--- config.mk ---
export PLATFORM = sky130hd
export DESIGN_NAME = uart_frame_tx
export DESIGN_NICKNAME = d
export VERILOG_FILES = /design/src/rtl/uart_frame_pkg.sv /design/src/rtl/uart_tx_serializer.sv /design/src/rtl/uart_frame_tx.sv
export SDC_FILE = /design/constraint.sdc
export NUM_CORES = 1
export LEC_CHECK = 0
export CAP_MARGIN = 20
export CORE_UTILIZATION = 45
export DETAILED_ROUTE_END_ITERATION = 6
export PLACE_DENSITY = 0.71
export SYNTH_ARGS = -nofsm -noshare
export SYNTH_HDL_FRONTEND = slang
export SYNTH_HIERARCHICAL = 1
export SYNTH_SLANG_ARGS = --single-unit
--- constraint.sdc ---
create_clock -name CLK -period 8.5 [get_ports CLK]
set_input_delay 2.55 -clock CLK [delete_from_list [all_inputs] [get_ports CLK]]
set_output_delay 2.55 -clock CLK [all_outputs]
set_load 0.05 [all_outputs]
--- src/rtl/uart_frame_pkg.sv ---
// uart_frame_pkg: shared types and helpers for the framed UART transmitter.
//   frame_state_t : frame FSM states (IDLE, SYNC, OPT, LEN, DATA, CRC)
//   CRC_*         : CRC-32 (IEEE, reflected) constants
//   crc32_byte    : bytewise reflected CRC-32 update
package uart_frame_pkg;

  typedef enum logic [2:0] {
    IDLE,
    SYNC,
    OPT,
    LEN,
    DATA,
    CRC
  } frame_state_t;

  localparam logic [31:0] CRC_POLY_REFL = 32'hEDB8_8320;
  localparam logic [31:0] CRC_INIT      = 32'hFFFF_FFFF;
  localparam logic [31:0] CRC_XOROUT    = 32'hFFFF_FFFF;

  function automatic logic [31:0] crc32_byte(input logic [31:0] crc, input logic [7:0] data);
    logic [31:0] c;
    c = crc ^ {24'h0, data};
    for (int unsigned i = 0; i < 8; i++) begin
      c = c[0] ? ((c >> 1) ^ CRC_POLY_REFL) : (c >> 1);
    end
    return c;
  endfunction

endpackage

--- src/rtl/uart_tx_serializer.sv ---
// uart_tx_serializer: one-character UART serializer with built-in baud timer.
// Character = start bit (0), 8 data bits LSB first, STOP_BITS stop bits (1).
// A new byte may be accepted on the same edge the previous character ends,
// so consecutive characters are sent with no idle gap.
// Ports:
//   CLK, RST    clock, synchronous active-low reset
//   byte_data   byte to send
//   byte_valid  byte offered
//   byte_ready  serializer can take a byte this cycle
//   char_end    high in the last cycle of the last stop bit
//   out_bit     registered serial line, idle 1
module uart_tx_serializer #(
  parameter int CLKS_PER_BIT = 868,
  parameter int STOP_BITS    = 1
) (
  input  logic       CLK,
  input  logic       RST,
  input  logic [7:0] byte_data,
  input  logic       byte_valid,
  output logic       byte_ready,
  output logic       char_end,
  output logic       out_bit
);

  localparam int TW = (CLKS_PER_BIT > 1) ? $clog2(CLKS_PER_BIT) : 1;
  localparam logic [TW-1:0] TIMER_LAST = TW'(CLKS_PER_BIT - 1);
  localparam logic [3:0]    LAST_BIT   = 4'(8 + STOP_BITS);

  logic [TW-1:0] timer;
  logic [3:0]    bit_idx;
  logic [7:0]    shifter;
  logic          active;
  logic          bit_end;

  assign bit_end    = active && (timer == TIMER_LAST);
  assign char_end   = bit_end && (bit_idx == LAST_BIT);
  assign byte_ready = !active || char_end;

  always_ff @(posedge CLK) begin
    if (!RST) begin
      timer   <= '0;
      bit_idx <= '0;
      shifter <= '0;
      active  <= 1'b0;
      out_bit <= 1'b1;
    end else if (byte_valid && byte_ready) begin
      timer   <= '0;
      bit_idx <= '0;
      shifter <= byte_data;
      active  <= 1'b1;
      out_bit <= 1'b0;
    end else if (bit_end) begin
      timer <= '0;
      if (char_end) begin
        active  <= 1'b0;
        bit_idx <= '0;
        out_bit <= 1'b1;
      end else begin
        bit_idx <= bit_idx + 4'd1;
        // bit_idx 0..7 ending means data bit bit_idx starts next
        if (bit_idx < 4'd8) begin
          out_bit <= shifter[0];
          shifter <= shifter >> 1;
        end else begin
          out_bit <= 1'b1;
        end
      end
    end else if (active) begin
      timer <= timer + 1'b1;
    end
  end

endmodule

--- src/rtl/uart_frame_tx.sv ---
// uart_frame_tx: framed UART transmitter.
// Wire order: SYNC_BYTE, OPT, LEN(clamped), payload[0..len_c-1], CRC[0..3].
// Optional feature macro: UART_FRAME_TX_CRC_EN (adds the CRC-32 trailer over
// OPT, LEN and payload; when undefined the frame ends after the payload).
// Ports:
//   CLK, RST    clock, synchronous active-low reset
//   full_data   payload, byte 0 in the top bits
//   opt, len    option byte, requested payload length
//   in_valid    frame offered; accepted when ready
//   ready/busy  IDLE / frame in flight
//   frame_done  one-cycle pulse at the end of the last stop bit
//   out_bit     serial line, idle 1
module uart_frame_tx
  import uart_frame_pkg::*;
#(
  parameter int          MAX_DATA_BYTES = 16,
  parameter int          BYTE_SIZE      = 8,
  parameter int          CLKS_PER_BIT   = 868,
  parameter int          STOP_BITS      = 1,
  parameter logic [7:0]  SYNC_BYTE      = 8'hFE
) (
  input  logic                              CLK,
  input  logic                              RST,
  input  logic [MAX_DATA_BYTES*BYTE_SIZE-1:0] full_data,
  input  logic [7:0]                        opt,
  input  logic [7:0]                        len,
  input  logic                              in_valid,
  output logic                              ready,
  output logic                              busy,
  output logic                              frame_done,
  output logic                              out_bit
);

  localparam int         BW      = $clog2(MAX_DATA_BYTES + 1);
  localparam int         PW      = MAX_DATA_BYTES * BYTE_SIZE;
  localparam logic [7:0] MAX_LEN = 8'(MAX_DATA_BYTES);
`ifdef UART_FRAME_TX_CRC_EN
  localparam frame_state_t TAIL = CRC;
`else
  localparam frame_state_t TAIL = IDLE;
`endif

  frame_state_t    state, state_next, load_state;
  logic [PW-1:0]   payload, payload_shift;
  logic [7:0]      opt_q, len_q;
  logic [BW-1:0]   byte_idx, byte_idx_next;
  logic            sync_pend;
  logic            last_data;
  logic            char_end, byte_ready, byte_valid;
  logic [7:0]      byte_data;
`ifdef UART_FRAME_TX_CRC_EN
  logic [31:0]     crc, crc_out;
  logic [1:0]      crc_idx, crc_idx_next;
`endif

  assign ready = (state == IDLE);
  assign busy  = !ready;

  always_comb begin
    state_next    = state;
    byte_idx_next = byte_idx;
    last_data     = (8'(byte_idx) == (len_q - 8'd1));
`ifdef UART_FRAME_TX_CRC_EN
    crc_idx_next  = crc_idx;
`endif
    case (state)
      IDLE: if (in_valid) state_next = SYNC;
      SYNC: if (char_end) state_next = OPT;
      OPT:  if (char_end) state_next = LEN;
      LEN:  if (char_end) state_next = (len_q != 8'd0) ? DATA : TAIL;
      DATA: if (char_end) begin
        if (last_data) state_next = TAIL;
        else           byte_idx_next = byte_idx + 1'b1;
      end
`ifdef UART_FRAME_TX_CRC_EN
      CRC:  if (char_end) begin
        if (crc_idx == 2'd3) state_next = IDLE;
        else                 crc_idx_next = crc_idx + 2'd1;
      end
`endif
      default: state_next = IDLE;
    endcase
  end

  // State tracks the character on the wire; the next character is loaded on
  // the edge the current one ends, so the mux selects by the upcoming state.
  // SYNC is the exception: it is loaded one edge after the handshake.
  always_comb begin
    load_state    = sync_pend ? SYNC : state_next;
    byte_valid    = sync_pend || (char_end && (state_next != IDLE));
    payload_shift = payload << (BYTE_SIZE * int'(byte_idx_next));
`ifdef UART_FRAME_TX_CRC_EN
    crc_out       = crc ^ CRC_XOROUT;
`endif
    case (load_state)
      OPT:     byte_data = opt_q;
      LEN:     byte_data = len_q;
      DATA:    byte_data = payload_shift[PW-1 -: 8];
`ifdef UART_FRAME_TX_CRC_EN
      CRC:     byte_data = crc_out[{crc_idx_next, 3'b000} +: 8];
`endif
      default: byte_data = SYNC_BYTE;
    endcase
  end

  always_ff @(posedge CLK) begin
    if (!RST) begin
      state      <= IDLE;
      byte_idx   <= '0;
      sync_pend  <= 1'b0;
      frame_done <= 1'b0;
      payload    <= '0;
      opt_q      <= '0;
      len_q      <= '0;
`ifdef UART_FRAME_TX_CRC_EN
      crc        <= CRC_INIT;
      crc_idx    <= '0;
`endif
    end else begin
      state      <= state_next;
      byte_idx   <= byte_idx_next;
      frame_done <= (state != IDLE) && (state_next == IDLE);
`ifdef UART_FRAME_TX_CRC_EN
      crc_idx    <= crc_idx_next;
`endif
      if ((state == IDLE) && in_valid) begin
        payload   <= full_data;
        opt_q     <= opt;
        len_q     <= (len > MAX_LEN) ? MAX_LEN : len;
        sync_pend <= 1'b1;
        byte_idx  <= '0;
`ifdef UART_FRAME_TX_CRC_EN
        crc       <= CRC_INIT;
        crc_idx   <= '0;
`endif
      end else if (byte_valid && byte_ready) begin
        sync_pend <= 1'b0;
`ifdef UART_FRAME_TX_CRC_EN
        if (load_state inside {OPT, LEN, DATA})
          crc <= crc32_byte(crc, byte_data);
`endif
      end
    end
  end

  uart_tx_serializer #(
    .CLKS_PER_BIT (CLKS_PER_BIT),
    .STOP_BITS    (STOP_BITS)
  ) u_ser (
    .CLK        (CLK),
    .RST        (RST),
    .byte_data  (byte_data),
    .byte_valid (byte_valid),
    .byte_ready (byte_ready),
    .char_end   (char_end),
    .out_bit    (out_bit)
  );

endmodule
Yosys cells after proc, flatten, opt, wreduce, memory -nomap -nowiden
Cells that the tools add are included.

Register bits: 178. Input bits: 147. Logic and storage cells: 83.

Add/sub/neg operators: 4. Bitwise operators: 1. $lt $le $gt $ge: 2. Muxes and demuxes: 28. Reduce and logical (&&, ||, !) cells: 24. Equality and inequality tests: 11. Shift operators: 1.

Operators with widths (number): $shl 128x8->128 (1); $mux 8 (5); $mux 3 (8); $pmux 8 s3 (1); $mux 5 (3); $pmux 3 s5 (1); $eq 3x2->1 const B (4); $add 10x1->10 const B (1); $eq 10x10->1 const B (1); $mux 1 (9); $eq 5x8->1 (1); $gt 8x5->1 const B (1); $reduce_bool 2->1 (4); $reduce_bool 8->1 (1); $sub 8x1->8 const B (1); $eq 3x3->1 const B (2); $logic_and 1x1->1 (6); $logic_not 3->1 (2); $reduce_bool 3->1 (2); $add 5x1->5 const B (1); $add 4x1->4 const B (1); $eq 4x4->1 const B (1); $lt 4x4->1 const B (1); $mux 4 (1); 9 further kinds (12).

Logic depth before layout (Yosys ltp)
Gate-level depths: netlist (run 1).

Word-level depth: 11. Mapped depth: 17.

By module
Netlist (run 1), hierarchy kept.

Modules (own cells, without submodules): uart_frame_tx (area each 6487.5 µm², instances 1, cells an instance 616); uart_tx_serializer (area each 1217.4 µm², instances 1, cells an instance 133).

Worst setup path after synthesis (run 1)
Ideal clock, no wire load.

Path kind: flip-flop to output port. Start: register state[1]. End: output busy. Cell stages (with the launch flop): 4. Slack: 3.652 ns. Arrival time: 2.298 ns. Buffers on the path: 1. Path through: dfxtp_1 > buf_6 > nor3_1 > inv_1.

Word-level cells in the longest chain between the ends: 2.

Ends and longest elaborated chain: start: declaration (line uart_frame_tx.sv:43) `frame_state_t state, state_next, load_state;`; start signal: assignment (line uart_frame_tx.sv:120) `state <= state_next;`; $logic_not 3->1 (line uart_frame_tx.sv:56) `assign ready = (state == IDLE);`; via ready (line uart_frame_tx.sv:28) `output logic ready,`; $logic_not 1->1 (line uart_frame_tx.sv:57) `assign busy = !ready;`; end: declaration (line uart_frame_tx.sv:29) `output logic busy,`.

The timed path passes the listed nets, and every way through them passes these cells.

Worst setup path in the final report (run 1)
Start: input in_valid. End: register u_ser.shifter[6].

Elaborated cells on any way between the ends: 16. Those cells by class: eq/ne: 4; mux: 5; reduce/logical: 7.

RTL lines: start: declaration (line uart_frame_tx.sv:27) `input logic in_valid,`; $mux 3 (*) (line uart_frame_tx.sv:67) `IDLE: if (in_valid) state_next = SYNC;`; $pmux 3 s5 (*) (line uart_frame_tx.sv:66) `case (state)`; $mux 3 (*) (line uart_frame_tx.sv:89) `load_state = sync_pend ? SYNC : state_next;`; $eq 3x3->1 / $eq 3x2->1 (equally long branches) (line uart_frame_tx.sv:95) `case (load_state)`; $pmux 8 s3 (*) (line uart_frame_tx.sv:95); via byte_data[6] (line uart_frame_tx.sv:50) `logic [7:0] byte_data;`; $mux 8 (*) (line uart_tx_serializer.sv:46) `end else if (byte_valid && byte_ready) begin`; end signal: assignment (line uart_tx_serializer.sv:49) `shifter <= byte_data;`; end signal: assignment (line uart_tx_serializer.sv:63) `shifter <= shifter >> 1;`; end: declaration (line uart_tx_serializer.sv:31) `logic [7:0] shifter;`.

Mark *: on every way through the listed nets, which the timed path passes. The rest lies on a longest branch. A chain may end at the register's enable or synchronous reset.

==> results.txt, run 1 <==
Outcome = complete, no violations
Max Freq = 0.191 GHz
Worst r2r path cells = 14
Syn Std Cell Area = 0.00770 mm2
Antenna viol nets, final = 0
Routed WL = 21100 um
Worst hold margin = 0.475 ns
Buffers on Ports = 150
Finished Cell Area = 0.00977 mm2
Peak VDD IR = 0.000144 V
Initial Util = 46.3%
Internal power = 1.40 mW
Slew margin rel. = 29.6%
Syn Area/Cell = 10.3 um2
Root buf cell = clkbuf_16
Number of warnings issued by yosys = 6
Die Wd = 133 um
Vias = 6523
DRC marker count from the first detailed-route iteration = 587
GPL Wtd Cong = 0.932
CP arrival = 5.56 ns
Worst EP required = 8.83 ns
Post-synthesis cell type count = 75
Num rows = 47
Placed cells = 1065
Post-synth EDFFs = 0
Net Count, Synth = 902
HP Class = register to register
Layout area overhead = 26.8%
Worst Hold Launch = payload[125]$_SDFFE_PN0P_
Max FO, Critical Path = 12
Seq/Total Area, Yosys = 46.2%
Critical Path Source = in_valid
Post-CTS Setup Repair Bufs = 0
Final nets = 1017
Hold EP = payload[125]$_SDFFE_PN0P_
Avg Vias per Cell = 5.95
Power Density = 188 mW/mm2
Async SR Flop Fraction = 0%
Final setup violation count = 0
Synth Flop Type = dfxtp_1
WL met2 = 9660 um
Worst Setup Start Kind = input port
CP max-delay cell = nor2_1
Final Hold Vio Count = 0
Psw = 435 uW
Comb pwr share = 10.1%
Max_cap viols = 0
H-tree depth = 4
Fill count = 1395
Clk slew on worst S/H paths = 0.06 ns
RSZ-0062 raised after global routing = no
Initial antenna violation count = 0
Commonest non-fill, non-tap cell in the layout = dfxtp_1
Worst Setup Path Type = input port to register
Final slew viol count = 0
Skew-Pair Late Insertion Delay = 0.43 ns
Power consumption = 1.83 mW
WL per Instance = 19.3 um
CTS tree = built
Net Sw Frac = 23.7%
WL met3 = 1190 um
DR pass1 iterations = 5
Leak = 3.70 nW
GR Overflow Total = 0
Worst R2R Start = u_ser/timer[0]$_SDFFE_PP0P_
Non-filler cells, final = 1096
Final period utilization = 61.6%
Die Ht = 133 um
Layout cells sized above 1 = 7.31%
Num CTS Buffers = 17
Critical path's top delay family = simple AND/OR/NAND/NOR gates
Fin crit period = 5.23 ns
Most frequent cells in the layout = dfxtp_1 (178), clkdlybuf4s50_1 (150), a22o_1 (137)
Clock buffer depth = 2
First-pass GRT wire length = 33600 um
Synth Register Bits = 178
Cts repair resizes = 0
Worst setup EP type = register
Flop pwr share = 49.7%
Top cell by count, worst path = a21oi_1
Setup slack, reg-to-reg = 3.90 ns
Post-CTS Hold Fix Bufs = 0
Max Clock Skew = 0.00823 ns
Buffers plus inverters on the worst setup path = 1
Wl on met1 = 9910 um
Final routed DRC violation total = 0
Maximum number of pins on one net before global-route repair = 107
Die Footprint = 0.0176 mm2
Actual slew at the worst max-slew pin = 1.06 ns
Clk sinks = 178
Setup TNS = 0 ns
Total GRT Usage = 24.3%
FF-to-FF End = u_ser/shifter[1]$_SDFFE_PN0P_
Dpl hpwl = 15300 um
Hold Path Stages = 1
Placed Area = 0.00922 mm2
# IOs = 151
Top Metal Used = met4
Slowest stage delay, CP = 0.57 ns
Vias in the first global route = 6339
# diodes = 0
CP cell instances = clkdlybuf4s50_1 -> or3_1 -> a21oi_1 -> o21ai_0 -> nor2_1 -> nor3b_2 -> nor4b_1 -> or4b_1 -> a21oi_1 -> a211oi_1
Core Box Area = 0.0166 mm2
Clk pwr share = 40.3%
Post-Syn Instances = 749
## metal layers
layer  track usage [%]  vias up
li1                  -     3119
met1              33.9     3133
met2              37.9      246
met3              4.41       25
met4              7.92        0
met5                 0        -
## power by group through the flow
stage	clock network (mW)	registers, mW	logic (mW)
finish	0.738	0.910	0.184
global route	0.785	0.914	0.198
CTS	0.747	0.909	0.185
detailed placement	0	0.927	0.184
global placement	0	0.926	0.181
floorplan	0	0.918	0.0920
## kinds of logic (layout without fill, tap and decap cells)
family	count (synthesis)	count (layout)	synth area share [%]
adder cells (fa/ha/maj)	6	6	0.974
multiplexers	23	23	3.05
flip-flops	178	178	46.2
AO/OA/AOI/OAI	261	261	27.5
AND/OR/NAND/NOR	193	193	15.1
XOR/XNOR	23	23	2.92
buffers and inverters	65	192	4.19
## stage by stage
stage | setup WS [ns] | utilization, %
finish | 3.27 | 58.7
global route | 3.05 | 58.7
global placement | 3.08 | 55.4
floorplan | 3.65 | -
detailed placement | 2.88 | 55.4
CTS | 3.30 | 58.7
## worst reg2reg max path: cells and delay by family, from the launching register on
family	cells	cell delay [ns]
simple gates	7	2.67
compound gates	6	1.11
flops	1	0.40
fa+ha+maj	1	0.30
## flip-flops by register name, indices dropped and copies added, names as in the netlist
signal         flops
u_ser/bit_idx      4
frame_done         1
sync_pend          1
byte_idx           5
opt_q              8
u_ser/shifter      8
u_ser/timer       10
len_q              8
u_ser/out_bit      1
state              3
payload          128
u_ser/active       1
## Yosys cell counts, drive strengths merged, types with 10 or more instances
cell type	n	area share, %
a21oi	22	1.5
a22o	138	16
a31oi	13	1.1
buf	16	1.8
clkbuf	41	2.0
dfxtp	178	46
mux2i	19	2.5
nand2	32	1.6
nand3	10	0.71
nand4	10	0.89
nor2	51	2.5
nor3	11	0.91
nor4b	16	1.8
o22a	21	2.4
o22ai	12	0.97
xnor2	12	1.4
xor2	10	1.2
## final cells by class
type,instances,area [um2],share of cell area (%)
Clock inverter,13,111,1.14
Sequential cell,178,3560,36.5
Inverter,8,30.0,0.307
Tap cell,220,275,2.82
Multi-Input combinational cell,506,3830,39.2
Clock buffer,18,439,4.50
Timing Repair Buffer,153,1520,15.6
## how the worst max path moves through the flow
stage,slack [ns],cells after the start,endpoint
CTS,3.30,10,u_ser/shifter[6]$_SDFFE_PN0P_
global route,3.05,10,u_ser/shifter[6]$_SDFFE_PN0P_
finish,3.27,10,u_ser/shifter[6]$_SDFFE_PN0P_
global placement,3.08,11,u_ser/shifter[2]$_SDFFE_PN0P_
floorplan,3.65,3,busy
detailed placement,2.88,10,u_ser/shifter[6]$_SDFFE_PN0P_
No activity file was read; power rests on OpenSTA's default activity.
==> inputs of run 2 (changes only) <==
- clock period: 8.5 -> 4.82 ns (I/O delays scaled with it)
==> run 2 against run 1 <==
  * Non-clock buffer count grew 8
  * Clock skew is essentially flat
  * Via count grew 0.71%
  * Sequential power grew 77%
  * Worst setup slack lost 2.7 ns
  * Largest power group unchanged
==> results.txt, run 2 (synthesis results as in run 1) <==
WL per Instance = 19.5 um
Slowest stage delay, CP = 0.46 ns
Initial antenna violation count = 0
Skew-Pair Late Insertion Delay = 0.43 ns
Internal power = 2.59 mW
Cts repair resizes = 0
WL met2 = 9860 um
Total GRT Usage = 24.6%
Non-filler cells, final = 1104
H-tree depth = 4
Final Util = 59.6%
Worst EP required = 5.11 ns
Max FO, Critical Path = 22
Final setup violation count = 0
Num rows = 47
Psw = 795 uW
Top cell by count, worst path = a31oi_1
Reg area = 0.00356 mm2
CP arrival = 4.54 ns
Maximum number of pins on one net before global-route repair = 63
Final routed DRC violation total = 0
HP Class = register to register
Top Metal Used = met4
Hold EP = payload[69]$_SDFFE_PN0P_
FF-to-FF End = u_ser/shifter[4]$_SDFFE_PN0P_
Worst Hold Launch = payload[69]$_SDFFE_PN0P_
Core Box Area = 0.0166 mm2
Commonest non-fill, non-tap cell in the layout = dfxtp_1
Clk sinks = 178
Wl on met1 = 9590 um
Max_cap viols = 0
Worst Setup Path Type = register to register
Fin crit period = 4.25 ns
Clock buffer depth = 2
Worst Setup Start Kind = register
Initial Util = 46.3%
Buffers plus inverters on the worst setup path = 1
Root buf cell = clkbuf_16
Critical path's top delay family = simple AND/OR/NAND/NOR gates
Avg Vias per Cell = 5.95
# diodes = 0
Antenna viol nets, final = 0
Num CTS Buffers = 17
Placed Area = 0.00930 mm2
CTS tree = built
Final Hold Vio Count = 0
Worst hold margin = 0.481 ns
Die Wd = 133 um
Placed cells = 1073
Power Density = 341 mW/mm2
Max Freq = 0.235 GHz
Comb pwr share = 9.8%
# IOs = 151
Peak VDD IR = 0.000251 V
Final slew viol count = 0
Routed WL = 21500 um
Clk pwr share = 42.7%
Post-CTS Hold Fix Bufs = 0
Die Footprint = 0.0176 mm2
Outcome = complete, no violations
Leak = 3.79 nW
Finished Cell Area = 0.00992 mm2
Layout area overhead = 28.8%
Dpl hpwl = 15700 um
WL met3 = 1460 um
Actual slew at the worst max-slew pin = 0.926 ns
Max Clock Skew = 0.00786 ns
Layout cells sized above 1 = 8.14%
Vias = 6569
Most frequent cells in the layout = dfxtp_1 (178), clkdlybuf4s50_1 (150), a22o_1 (137)
Buffers on Ports = 150
Worst r2r path cells = 15
DR pass1 iterations = 5
RSZ-0062 raised after global routing = no
CP max-delay cell = and2_1
Fill count = 1395
CP cell instances = ha_1 -> and4b_1 -> nand4_2 -> nor2_1 -> buf_4 -> nand4bb_1 -> or3_1 -> a31oi_1 -> a31oi_1 -> and2_1 -> o22a_1 -> a31oi_1 -> or4b_1 -> a21oi_1 -> a211oi_1
First-pass GRT wire length = 33900 um
Final period utilization = 88.1%
Worst R2R Start = u_ser/timer[0]$_SDFFE_PP0P_
Die Ht = 133 um
Flop pwr share = 47.5%
Net Sw Frac = 23.5%
Final nets = 1025
Setup slack, reg-to-reg = 0.57 ns
Critical Path Source = u_ser/timer[0]$_SDFFE_PP0P_
Vias in the first global route = 6449
Hold Path Stages = 1
Setup TNS = 0 ns
GPL Wtd Cong = 0.955
GR Overflow Total = 0
Clk slew on worst S/H paths = 0.07 ns
Area taken by multi-input logic gates = 0.00383 mm2
Max FFs per register = 128
Slew margin rel. = 38.2%
Top reg by flops = payload
Worst setup EP type = register
DRC marker count from the first detailed-route iteration = 622
Post-CTS Setup Repair Bufs = 0
Largest regs = payload x128, u_ser/timer x10
-- run 2: final cells by class --
| cell class | instances | area share [%] |
|---|---|---|
| tap | 220 | 2.77 |
| multi-input combinational | 506 | 38.6 |
| timing repair buffer | 161 | 16.2 |
| clock buffer | 18 | 4.43 |
| sequential | 178 | 35.9 |
| inverter | 8 | 0.303 |
| clock inverter | 13 | 1.79 |
-- run 2: power by group through the flow --
stage          clock (mW)  sequential (mW)  combinational, mW
2_1_floorplan           0             1.62              0.162
3_3_place_gp            0             1.64              0.323
3_5_place_dp            0             1.64              0.329
4_1_cts              1.47             1.60              0.331
5_1_grt              1.52             1.61              0.355
6_report             1.44             1.61              0.331
-- run 2: metrics by stage --
stage / power (mW) / setup WS, ns
after floorplan: 1.78 / 1.08
after global placement: 1.96 / 0.690
after detailed placement: 1.97 / 0.625
after CTS: 3.40 / 0.648
after global routing: 3.49 / 0.251
final: 3.38 / 0.573
-- run 2: worst max path at each step --
stage	slack [ns]	cells past startpoint	endpoint
6_report	0.57	15	u_ser/shifter[4]$_SDFFE_PN0P_
3_3_place_gp	0.69	11	u_ser/shifter[3]$_SDFFE_PN0P_
4_1_cts	0.65	15	u_ser/shifter[4]$_SDFFE_PN0P_
3_5_place_dp	0.63	11	u_ser/shifter[3]$_SDFFE_PN0P_
2_1_floorplan	1.08	3	busy
5_1_grt	0.25	15	u_ser/shifter[1]$_SDFFE_PN0P_
-- run 2: routing by layer --
metal  up-vias  GRT usage [%]
met3        42           5.21
li1       3133              -
met5         -              0
met4         0           9.58
met2       275           38.2
met1      3119           33.3
-- run 2: worst reg2reg max path: cells and delay by family, from the launching register on --
family                   cells  cell delay, ns
adder cells (fa/ha/maj)      1            0.28
buffers and inverters        1            0.17
AND/OR/NAND/NOR              7            2.23
AO/OA/AOI/OAI                6            1.04
flip-flops                   1            0.40
